===== src/rtl/arm_level_sequencer.sv =====
// Sweeps the six inverter-arm levels one at a time toward a snapshot of the
// requested targets, limiting each step and handing every change to the gate-drive stage.
module arm_level_sequencer #(
    parameter int LEVEL_W    = 7,
    parameter int MAX_LEVEL  = 127,
    parameter int MAX_STEP   = 1,
    parameter int INIT_LEVEL = 0
) (
    input  logic                 clk,
    input  logic                 rst_n,
    input  logic                 start,
    input  logic                 abort,
    input  logic [6*LEVEL_W-1:0] tgt_data,
    output logic [6*LEVEL_W-1:0] lvl_out,
    output logic                 upd_valid,
    output logic [2:0]           upd_arm,
    output logic [LEVEL_W-1:0]   upd_level,
    input  logic                 upd_ready,
    output logic                 busy,
    output logic                 done,
    output logic [15:0]          sweep_cnt
);

    typedef enum logic [2:0] {
        S_IDLE,
        S_CALC,
        S_ISSUE,
        S_NEXT,
        S_DONE
    } state_e;

    localparam int                 NUM_ARMS  = 6;
    localparam logic [LEVEL_W:0]   MAX_LVL_X = (LEVEL_W+1)'(MAX_LEVEL);
    localparam logic [LEVEL_W:0]   MAX_STP_X = (LEVEL_W+1)'(MAX_STEP);
    localparam logic [LEVEL_W-1:0] INIT_LVL  = LEVEL_W'(INIT_LEVEL);

    state_e               state_q, state_d;
    logic [2:0]           arm_q, arm_d;
    logic [LEVEL_W-1:0]   shadow_q [NUM_ARMS];
    logic [LEVEL_W-1:0]   shadow_d [NUM_ARMS];
    logic [LEVEL_W-1:0]   cur_q    [NUM_ARMS];
    logic [LEVEL_W-1:0]   cur_d    [NUM_ARMS];
    logic [LEVEL_W-1:0]   new_q, new_d;
    logic [15:0]          sweep_cnt_q, sweep_cnt_d;

    // One extra bit so the clamp and the signed-free step math cannot wrap.
    logic [LEVEL_W:0] tgt_x, cur_x, diff_x, step_x, nxt_x;

    always_comb begin
        tgt_x  = {1'b0, shadow_q[arm_q]};
        cur_x  = {1'b0, cur_q[arm_q]};
        if (tgt_x > MAX_LVL_X) begin
            tgt_x = MAX_LVL_X;
        end
        diff_x = (tgt_x > cur_x) ? (tgt_x - cur_x) : (cur_x - tgt_x);
        step_x = (diff_x > MAX_STP_X) ? MAX_STP_X : diff_x;
        nxt_x  = (tgt_x > cur_x) ? (cur_x + step_x) : (cur_x - step_x);
    end

    always_comb begin
        // NOTE: every output of this block is given a default first, so no path can infer a latch.
        state_d     = state_q;
        arm_d       = arm_q;
        shadow_d    = shadow_q;
        cur_d       = cur_q;
        new_d       = new_q;
        sweep_cnt_d = sweep_cnt_q;
        upd_valid   = 1'b0;
        done        = 1'b0;

        case (state_q)
            S_IDLE: begin
                if (start && !abort) begin
                    for (int k = 0; k < NUM_ARMS; k++) begin
                        shadow_d[k] = tgt_data[k*LEVEL_W +: LEVEL_W];
                    end
                    arm_d   = 3'd0;
                    state_d = S_CALC;
                end
            end
            S_CALC: begin
                if (tgt_x == cur_x) begin
                    state_d = S_NEXT;
                end else begin
                    new_d   = nxt_x[LEVEL_W-1:0];
                    state_d = S_ISSUE;
                end
            end
            S_ISSUE: begin
                upd_valid = 1'b1;
                if (upd_ready) begin
                    cur_d[arm_q] = new_q;
                    state_d      = S_NEXT;
                end
            end
            S_NEXT: begin
                if (arm_q == 3'd5) begin
                    state_d = S_DONE;
                end else begin
                    arm_d   = arm_q + 3'd1;
                    state_d = S_CALC;
                end
            end
            S_DONE: begin
                done        = 1'b1;
                sweep_cnt_d = sweep_cnt_q + 16'd1;
                state_d     = S_IDLE;
            end
            default: state_d = S_IDLE;
        endcase

        // Cancel wins over everything, including a handshake in the same cycle.
        if (abort && (state_q != S_IDLE)) begin
            state_d     = S_IDLE;
            cur_d       = cur_q;
            sweep_cnt_d = sweep_cnt_q;
            done        = 1'b0;
        end
    end

    always_ff @(posedge clk or negedge rst_n) begin
        if (!rst_n) begin
            state_q     <= S_IDLE;
            arm_q       <= 3'd0;
            new_q       <= '0;
            sweep_cnt_q <= 16'd0;
            // NOTE: the level array is reset element by element because its reset value is observable on lvl_out.
            for (int k = 0; k < NUM_ARMS; k++) begin
                cur_q[k]    <= INIT_LVL;
                shadow_q[k] <= '0;
            end
        end else begin
            // NOTE: state uses non-blocking assignments so every register samples pre-edge values.
            state_q     <= state_d;
            arm_q       <= arm_d;
            new_q       <= new_d;
            sweep_cnt_q <= sweep_cnt_d;
            cur_q       <= cur_d;
            shadow_q    <= shadow_d;
        end
    end

    always_comb begin
        lvl_out = '0;
        for (int k = 0; k < NUM_ARMS; k++) begin
            lvl_out[k*LEVEL_W +: LEVEL_W] = cur_q[k];
        end
    end

    assign upd_arm   = arm_q;
    assign upd_level = new_q;
    assign busy      = (state_q != S_IDLE);
    assign sweep_cnt = sweep_cnt_q;

endmodule


===== config.mk =====
export PLATFORM = sky130hd
export DESIGN_NAME = arm_level_sequencer
export DESIGN_NICKNAME = d
export VERILOG_FILES = /design/src/rtl/arm_level_sequencer.sv
export SDC_FILE = /design/constraint.sdc
export NUM_CORES = 1
export LEC_CHECK = 0
export CAP_MARGIN = 30
export CORE_ASPECT_RATIO = 1.5
export CORE_MARGIN = 2
export CORE_UTILIZATION = 48
export CTS_CLUSTER_DIAMETER = 30
export DETAILED_ROUTE_END_ITERATION = 8
export PLACE_DENSITY_LB_ADDON = 0.12
export SETUP_SLACK_MARGIN = 0.5
export SLEW_MARGIN = 25
export SYNTH_ARGS = -nofsm -noshare
export SYNTH_HDL_FRONTEND = slang
export SYNTH_SLANG_ARGS = --single-unit

===== constraint.sdc =====
create_clock -name clk -period 4.8 [get_ports clk]
set_input_delay 0.96 -clock clk [delete_from_list [all_inputs] [get_ports clk]]
set_output_delay 0.96 -clock clk [all_outputs]
set_load 0.02 [all_outputs]

==> results of run 1 <==
sequential cells by signal (all words and copies together), names as in the netlist:
signal / cells
shadow_q: 42
sweep_cnt: 16
state_q: 3
upd_arm: 3
lvl_out: 42
upd_level: 7
routing by layer:
metal / GRT usage / vias up / part of all wire / routed length [µm]
li1: - / 2257 / - / -
met1: 0.3082 / 2446 / 0.38 / 7154
met2: 0.4879 / 140 / 0.53 / 9947
met3: 0.05739 / 40 / 0.045 / 835
met4: 0.1294 / 0 / 0.037 / 694
met5: 0 / - / 0 / 0
layout make-up:
type	instances	share of cell area
Inverter	24	0.009889
Clock buffer	19	0.04752
Tap cell	159	0.02184
Timing Repair Buffer	194	0.2022
Sequential cell	113	0.3108
Multi-Input combinational cell	369	0.3927
Clock inverter	13	0.01511
critical path: cells and delay by family, from the launching register on:
family	cells	cell delay (ns)
adder cells (fa/ha/maj)	4	1.10
flip-flops	1	0.48
buffers and inverters	8	0.87
multiplexers	1	0.14
XOR/XNOR	1	0.19
AND/OR/NAND/NOR	3	0.29
AO/OA/AOI/OAI	8	1.54
kinds of logic (layout without fill, tap and decap cells):
kind of cell | Yosys count | after routing | synth area share
compound gates | 78 | 78 | 0.08324
xor+xnor | 29 | 29 | 0.04052
fa+ha+maj | 27 | 27 | 0.05749
buf+inv | 49 | 250 | 0.03912
flops | 113 | 113 | 0.4511
mux | 114 | 114 | 0.2293
other cells | 1 | 1 | 0.0005982
simple gates | 120 | 120 | 0.09860
where the power goes:
group          internal [W]  total (W)  switching [W]  leakage, nW
logic               0.00244    0.00469        0.00225         2.42
registers           0.00124    0.00152       0.000280         1.45
clock network      0.000763    0.00123       0.000470        0.274
total               0.00445    0.00745        0.00300         4.14
worst max-delay path by stage:
stage | start | cells past startpoint | to
6_report | upd_arm[0] | 25 | upd_level[4]
5_1_grt | upd_arm[2] | 24 | upd_level[5]
3_5_place_dp | upd_arm[2] | 23 | upd_level[6]
3_3_place_gp | upd_arm[0] | 20 | upd_level[6]
4_1_cts | upd_arm[0] | 22 | upd_level[6]
2_1_floorplan | upd_arm[0] | 22 | upd_level[6]
stage by stage:
stage | instances | total power, W
finish | 891 | 0.007447
global route | 891 | 0.007886
floorplan | 531 | 0.004015
global placement | 826 | 0.005313
detailed placement | 826 | 0.005353
CTS | 878 | 0.007061
Yosys cell counts, types with 4 or more instances:
| cell | number |
|---|---|
| dfrtp_1 | 113 |
| mux2_2 | 59 |
| mux2_4 | 37 |
| nand2_1 | 34 |
| nor2_1 | 33 |
| ha_1 | 24 |
| inv_1 | 24 |
| a21oi_1 | 17 |
| o21ai_0 | 17 |
| xnor2_1 | 17 |
| mux2i_1 | 15 |
| xor2_1 | 12 |
| buf_2 | 10 |
| nor3_1 | 8 |
| nand3_1 | 7 |
| a22oi_1 | 6 |
| and3_1 | 6 |
| buf_6 | 6 |
| clkbuf_1 | 6 |
| a31oi_1 | 5 |
| a211oi_1 | 4 |
| a21o_1 | 4 |
| a221oi_1 | 4 |
| and2_1 | 4 |
| nor2b_1 | 4 |
| o211ai_1 | 4 |
| o21a_1 | 4 |
layout by cell type, fill, tap and decap left out, types with 15 or more instances in the layout:
| cell type | Yosys | final |
|---|---|---|
| mux2_4 | 37 | 40 |
| xnor2_1 | 17 | 15 |
| clkdlybuf4s50_1 | 0 | 116 |
| nand2_1 | 34 | 33 |
| clkbuf_16 | 0 | 17 |
| buf_4 | 1 | 64 |
| nor2_1 | 33 | 27 |
| inv_1 | 24 | 18 |
| mux2_2 | 59 | 56 |
| dfrtp_1 | 113 | 110 |
repair_timing:
action / 4_1_cts / 5_1_grt
pin swaps: 28 / 24
gates resized for setup: 53 / 29
buffers inserted: 19 / 13
setup endpoints to repair: 6 / 6
cloned: 1 / 0
==> run_results.csv, run 1 <==
group,metric,value,unit
yosys,synth-edff-count,0,
min_path,worst_hold_path.num_cells,1,
yosys,synth_ff_type,"dfrtp_1",
yosys,synth-seq-area-share,0.4511,
drt,drt_pass1_iterations,4,
global_routing,globalRoute.totalOverflow,0,
yosys,ys_ff_latch,113,
timing,worst_hold_slack,0.4785,ns
die,initial_utilization,0.4863,
placed_design,detailedPlace.worstSlack,-0.1077,ns
die,die_area,14010,µm²
power,max-vdd-ir-drop,0.4163,mV
setup_path,cpPeakStageDelay,0.48,ns
status,status,"complete, no violations",
timing,timing.setup.tns,0,ns
cts,cts-buffers-inserted,17,
finish,multi_input_area,3577,µm²
min_path,min_from,"sweep_cnt[15]",
global_routing,total_global_routing_track_utilization,0.2715,
timing,fin_crit,4.747,ns
setup_path,cp-start-kind,"flip-flop",
yosys,syn_area,6269,µm²
yosys,synth-async-reset-ratio,1.000,
cts,clk_pin_slew_worst_paths,0.06,ns
drt,drcViolationCount,0,
cts,clkLatencyLatePin,0.42,ns
global_routing,grt_pass1_wl,29330,µm
cts,clkSinkCount,113,
drt,number_of_drc_markers_in_iteration_0,155,
timing,slew_headroom,0.4496,
global_routing,grt_max_degree,42,
drt,viasPerCell,5.480,
power,static-leakage-power,4.140,nW
die,core_region_area,12890,µm²
cts,clock_tree_from_tritoncts,"built",
finish,stdcell_area,9110,µm²
power,power.density,817.5,nW/µm²
timing,report.final.slew_viol_count,0,
yosys,synth.top_cell.area_share,0.4511,
timing,hold_viol,0,
setup_path,worst_path_max_delay_cell,"dfrtp_2",
yosys,synth_cells,531,
timing,timing.final.crit_share,0.9890,
placed_design,hpwlAfterDp,13050,µm
drt,detail_route.wl_per_cell,20.91,µm
finish,fin_nets,793,
setup_path,timing.rr.end,"upd_level[4]",
yosys,synthesis.area_per_instance,11.81,µm²
drt,antenna_violating_nets_left,0,
drt,drt-total-wl,18630,µm
setup_path,worst-path-max-fanout,7,
finish,final_layout_size_suffix_gt1_frac,0.3839,
min_path,holdCritPathClass,"reg -> reg",
die,die_x,97.31,µm
timing,rsz0062_at_grt,"true",
timing,fmaxAchievable,210.7,MHz
die,boundaryPins,118,
finish,final_core_utilization,0.7068,
yosys,synthesis.yosys.warnings,0,
global_routing,grt_antenna_before_repair,0,
setup_path,most_prevalent_standard_cell_on_the_critical_path,"buf_6",
yosys,synth_cell_types,59,
yosys,postSynthNetCount,605,
placed_design,place_congestion,0.8513,
timing,clock_skew,0.005772,ns
finish,diodes,0,
finish,layout-area-overhead-vs-synth,45.33,%
setup_path,critical_path_required,5.08,ns
setup_path,regToRegSetupSlack,0.05,ns
setup_path,r2r_cells,25,
flow_run,drv_cap,0,
placed_design,portBuffers,117,
global_routing,grt_pass1_vias,5432,
timing,tightest_slew,0.8257,ns
setup_path,criticalPathCategory,"reg -> reg",
cts,max-clock-path-buffers,2,
setup_path,crit-reg2reg-launch,"upd_arm[0]",
finish,nFillCells,935,
yosys,synth.top_cells.by_area,"dfrtp_1 45%, mux2_2 11%, mux2_4 8.9%, ha_1 4.8%, mux2i_1 2.4%",
die,die_height,144.0,µm
setup_path,crit_path_arrival_time,5.02,ns
cts,cts-htree-levels,4,
drt,detailroute.via_count,4883,
timing,final.setup.worst_slack,0.05286,ns
finish,seq_cell_area,2831,µm²
timing,final-setup-viol-count,0,
die,core.rowCount,51,
min_path,whs_endpoint,"sweep_cnt[15]",
placed_design,place_area,7916,µm²
cts,clockRootBuffer,"clkbuf_16",
cts,cts.hold.buffers_added,0,
setup_path,critPathCaptureType,"flip-flop",
yosys,cell_accounting_for_the_most_synthesized_area,"dfrtp_1",
(Power assumes the default switching activity.)
==> run 2: changes to the inputs <==
- SLEW_MARGIN: 25 -> 10
- clock period: 4.8 -> 4.1 ns (I/O delays scaled with it)
==> run 2 against run 1 <==
Compared with the run above: non-clock buffer count increased by 81; global-route usage up 0.32 points; via count grew 6.1%; final area up 6.2%; sequential share of layout area down 1.8 points; register-to-register slack worse by 0.67 ns; the flow now finishes with violations (setup timing); final cell count grew 9.0%; critical endpoint is now upd_level[5]; sequential cell count unchanged; routed wire length is 0.89% higher; count of clock-buffer cells in the layout stayed put; die area is the same.
==> run_results.csv, run 2 (synthesis gave the netlist of run 1 again) <==
group,metric,value,unit
timing,fin_crit,4.714,ns
cts,max-clock-path-buffers,2,
cts,clk_pin_slew_worst_paths,0.06,ns
drt,viasPerCell,5.335,
global_routing,grt_max_degree,64,
timing,fmaxAchievable,212.1,MHz
status,violations,"setup timing",
drt,drt-total-wl,18800,µm
die,initial_utilization,0.4863,
cts,cts-buffers-inserted,17,
finish,fin_nets,874,
finish,final_layout_size_suffix_gt1_frac,0.4384,
power,static-leakage-power,4.540,nW
placed_design,dp.cells,926,
setup_path,timing.critical_path.from,"upd_arm[0]",
timing,final-setup-viol-count,6,
finish,layout-area-overhead-vs-synth,54.29,%
timing,hold_viol,0,
placed_design,place_congestion,0.8854,
die,die_area,14010,µm²
placed_design,detailedPlace.worstSlack,-0.7520,ns
timing,tightest_slew,0.8121,ns
setup_path,cpPeakStageDelay,0.46,ns
timing,timing.final.crit_share,1.150,
finish,diodes,0,
global_routing,grt_pass1_wl,29360,µm
die,core.rowCount,51,
placed_design,hpwlAfterDp,13900,µm
cts,clockRootBuffer,"clkbuf_16",
drt,detailroute.via_count,5180,
drt,detail_route.wl_per_cell,19.36,µm
setup_path,worst_path_max_delay_cell,"dfrtp_2",
min_path,holdCritPathClass,"in -> async",
global_routing,grt_util_met3,0.05642,
finish,most_common_cell_after_layout_fill_and_taps_aside,"buf_4",
cts,cts-htree-levels,4,
die,boundaryPins,118,
cts,clock_tree_from_tritoncts,"built",
global_routing,grt_pass1_vias,5681,
timing,report.final.slew_viol_count,0,
setup_path,critPathCaptureType,"flip-flop",
drt,drt_pass1_iterations,5,
power,power.density,963.6,nW/µm²
power,max-vdd-ir-drop,0.4060,mV
flow_run,drv_cap,0,
timing,clock_skew,0.01142,ns
die,core_region_area,12890,µm²
setup_path,crit_path_arrival_time,5.00,ns
setup_path,crit-reg2reg-launch,"upd_arm[0]",
setup_path,worst-path-max-fanout,7,
setup_path,criticalPathCategory,"reg -> reg",
global_routing,globalRoute.totalOverflow,0,
setup_path,critical_path_required,4.38,ns
cts,clkSinkCount,113,
global_routing,grt_antenna_before_repair,0,
cts,clkLatencyLatePin,0.40,ns
finish,layout_common_cells,"145 x buf_4, 116 x clkdlybuf4s50_1, 111 x dfrtp_1",
drt,drcViolationCount,0,
placed_design,portBuffers,117,
setup_path,cp-start-kind,"flip-flop",
die,die_x,97.31,µm
finish,layout.cells.non_filler,971,
global_routing,total_global_routing_track_utilization,0.2747,
timing,rsz0062_at_grt,"true",
drt,number_of_drc_markers_in_iteration_0,199,
global_routing,met1_capacity_usage_during_global_routing,0.3036,
global_routing,grt_most_used_layer,"met2",
global_routing,grt_util_met2,0.5154,
die,die_height,144.0,µm
drt,antenna_violating_nets_left,0,
timing,final.setup.worst_slack,-0.6140,ns
timing,worst_hold_slack,0.4576,ns
timing,slew_headroom,0.4586,
setup_path,most_prevalent_standard_cell_on_the_critical_path,"ha_4",
status,status,"finished with violations",
[run 2: final timing paths]
| path | to | slack (ns) | cells after the start |
|---|---|---|---|
| setup reg to reg | upd_level[5] | -0.61 | 25 |
| max in group asynchronous | upd_arm[2] | 2.85 | 2 |
| min in group clk | sweep_cnt[15] | 0.49 | 1 |
| hold / removal | sweep_cnt[15] | 0.46 | 1 |
| setup / recovery | upd_level[5] | -0.61 | 25 |
| hold reg to reg | sweep_cnt[15] | 0.49 | 1 |
[run 2: layer usage]
metal / vias up / part of all wire
met5: - / 0
met4: 0 / 0.028
met3: 28 / 0.043
met2: 131 / 0.55
met1: 2594 / 0.38
li1: 2427 / -
[run 2: timing repair]
| item | 4_1_cts | 5_1_grt |
|---|---|---|
| resized for setup | 58 | 12 |
| gates cloned | 1 | 0 |
| endpoints found under the setup margin | 7 | 7 |
| hold buffers | 0 | 0 |
| pin swaps | 33 | 19 |
| buffers inserted | 10 | 3 |
[run 2: worst max-delay path, delay by kind of cell, from the launching register on]
kind	cells	cell delay [ns]
adder cells (fa/ha/maj)	4	0.92
buffers and inverters	7	0.79
AO/OA/AOI/OAI	9	1.77
multiplexers	1	0.18
XOR/XNOR	2	0.28
flip-flops	1	0.46
AND/OR/NAND/NOR	2	0.20
[run 2: area by class of cell]
| class | count | area, µm² |
|---|---|---|
| multi-input combinational | 369 | 3533 |
| fill | 896 | 3218 |
| sequential | 113 | 2830 |
| timing repair buffer | 275 | 2464 |
| clock buffer | 19 | 442.9 |
| tap | 159 | 198.9 |
| clock inverter | 12 | 112.6 |
| inverter | 24 | 90.09 |
[run 2: per-stage QoR]
stage | cell area [µm²] | utilization | total power [W] | TNS, ns
6_report | 9672 | 0.7503 | 0.009319 | -2.829
5_1_grt | 9672 | 0.7503 | 0.009909 | -3.753
4_1_cts | 9602 | 0.7449 | 0.009124 | -1.916
3_5_place_dp | 8671 | 0.6727 | 0.007112 | -3.063
3_3_place_gp | 8671 | 0.6727 | 0.007012 | -2.734
2_1_floorplan | 6381 | - | 0.004717 | -0.3286
[run 2: power by group]
part | switching, W | internal (W)
logic | 0.00275 | 0.00342
registers | 0.000321 | 0.00145
clock network | 0.000530 | 0.000846
==> run 3: changes to the inputs <==
- SKIP_CTS_REPAIR_TIMING: unset -> 1
==> run 3 against run 2 <==
Compared with the run above: the flow still finishes with violations (setup timing); routed wire length fell by 1.6%; maximum frequency rose by 0.36%; power fell by 3.1%; sequential power barely moved; first-iteration DRC count rose by 4.5%; global-route usage fell by 0.82 points; largest cell class unchanged; largest power group unchanged; highest routed layer unchanged.
==> run_results.csv, run 3 (synthesis gave the netlist of run 1 again) <==
group,metric,value,unit
placed_design,hpwlAfterDp,13900,µm
die,die_height,144.0,µm
finish,layout-area-overhead-vs-synth,51.74,%
global_routing,grt_max_degree,64,
timing,slew_headroom,0.4654,
status,violations,"setup timing",
finish,final_layout_size_suffix_gt1_frac,0.4168,
drt,drt_pass1_iterations,4,
setup_path,timing.rr.end,"upd_level[5]",
power,power.share.clock,0.153,
finish,fin_nets,873,
flow_run,drv_cap,0,
cts,clockRootBuffer,"clkbuf_16",
finish,diodes,0,
setup_path,critical_path_required,4.38,ns
timing,clock_skew,0.008894,ns
finish,most_common_cell_after_layout_fill_and_taps_aside,"buf_4",
timing,rsz0062_at_grt,"true",
status,status,"finished with violations",
setup_path,crit-reg2reg-launch,"upd_arm[0]",
placed_design,place_congestion,0.8854,
cts,clkSinkCount,113,
timing,timing.final.crit_share,1.146,
cts,clk_pin_slew_worst_paths,0.06,ns
die,core.rowCount,51,
min_path,holdCritPathClass,"in -> async",
drt,number_of_drc_markers_in_iteration_0,208,
power,max-vdd-ir-drop,0.3864,mV
finish,layout_common_cells,"149 x buf_4, 116 x clkdlybuf4s50_1, 111 x dfrtp_1",
global_routing,globalRoute.totalOverflow,0,
power,power.total,0.009032,W
finish,nFillCells,933,
timing,final-setup-viol-count,6,
setup_path,worst-path-max-fanout,10,
timing,fin_crit,4.697,ns
cts,cts-buffers-inserted,17,
drt,detailroute.via_count,5133,
power,combinational_power_share,0.652,
setup_path,r2r_cells,24,
placed_design,place_area,8671,µm²
cts,clkLatencyLatePin,0.40,ns
timing,worst_hold_slack,0.4536,ns
global_routing,total_global_routing_track_utilization,0.2666,
setup_path,regToRegSetupSlack,-0.60,ns
timing,final.setup.worst_slack,-0.5972,ns
placed_design,portBuffers,117,
power,power.density,949.6,nW/µm²
global_routing,grt_pass1_vias,5534,
finish,stdcell_area,9512,µm²
global_routing,grt_most_used_layer,"met2",
power,power.switching_fraction,0.3843,
die,die_area,14010,µm²
drt,drt-total-wl,18490,µm
power,internal,0.005561,W
timing,report.final.slew_viol_count,0,
setup_path,critPathCaptureType,"flip-flop",
global_routing,met1_capacity_usage_during_global_routing,0.2972,
global_routing,grt_antenna_before_repair,0,
cts,max-clock-path-buffers,2,
drt,detail_route.wl_per_cell,19.06,µm
power,static-leakage-power,4.509,nW
timing,fmaxAchievable,212.9,MHz
setup_path,criticalPathCategory,"reg -> reg",
timing,tightest_slew,0.8019,ns
power,sequential_power_share,0.196,
die,core_region_area,12890,µm²
die,boundaryPins,118,
cts,clock_tree_from_tritoncts,"built",
cts,cts-htree-levels,4,
drt,viasPerCell,5.292,
setup_path,cp-start-kind,"flip-flop",
die,die_x,97.31,µm
setup_path,crit_path_arrival_time,4.98,ns
global_routing,grt_util_met2,0.4967,
global_routing,grt_util_met3,0.05496,
global_routing,grt_pass1_wl,28570,µm
power,power.switching,0.003471,W
die,initial_utilization,0.4863,
drt,antenna_violating_nets_left,0,
timing,hold_viol,0,
drt,drcViolationCount,0,
==> run 3: metrics by stage <==
step                      TNS, ns  cells  setup WS [ns]  utilization
after detailed placement   -3.063    926        -0.7520       0.6727
final                      -2.585    970        -0.5972       0.7379
after floorplan           -0.3286    531        -0.2918            -
after global routing       -3.918    970        -0.8525       0.7379
after global placement     -2.734    926        -0.6592       0.6727
after CTS                  -3.159    957        -0.7715       0.7158
==> run 3: critical path, stage by stage, from the launching register on <==
cell and delay, ns:
dfrtp_2 0.43, buf_12 0.15, mux2i_1 0.19, nor2_1 0.05
a21oi_1 0.14, o221a_2 0.28, ha_1 0.19, inv_1 0.06
fa_2 0.37, a211oi_4 0.29, nor4b_1 0.09, nor4b_1 0.28
nand2_1 0.10, nor3_1 0.21, buf_4 0.16, a31o_2 0.17
ha_4 0.21, nand2_4 0.06, buf_4 0.10, ha_1 0.21
a21o_1 0.18, a21o_1 0.20, a31oi_1 0.19, xor2_1 0.16
o21ai_0 0.09
==> run 3: worst max-delay path by stage <==
stage,from,to,cells after the start
finish,upd_arm[0],upd_level[5],24
global route,upd_arm[0],upd_level[6],24
CTS,upd_arm[0],upd_level[6],23
detailed placement,upd_arm[0],upd_level[6],23
global placement,upd_arm[0],upd_level[6],23
floorplan,upd_arm[0],upd_level[6],22
==> run 3: power by group through the flow <==
stage | Sequential [W] | Clock (W) | Combinational (W)
6_report | 0.00177 | 0.00138 | 0.00588
3_3_place_gp | 0.00176 | 0 | 0.00525
2_1_floorplan | 0.00184 | 0 | 0.00288
3_5_place_dp | 0.00177 | 0 | 0.00535
5_1_grt | 0.00181 | 0.00145 | 0.00636
4_1_cts | 0.00176 | 0.00140 | 0.00538
==> run 3: area by class of cell <==
cell class,count,area [µm²],area share
flip-flops and latches,113,2830,0.2976
repair buffers,274,2421,0.2545
well taps,159,198.9,0.02092
clock buffers,19,442.9,0.04657
inverters,24,90.09,0.009471
clock inverters,12,112.6,0.01184
multi-input cells,369,3416,0.3591
==> run 3: routing by layer <==
metal  wire, µm  part of all wire
met5          0                 0
met4        629             0.034
met3        716             0.039
met2      10130              0.55
met1       7017              0.38
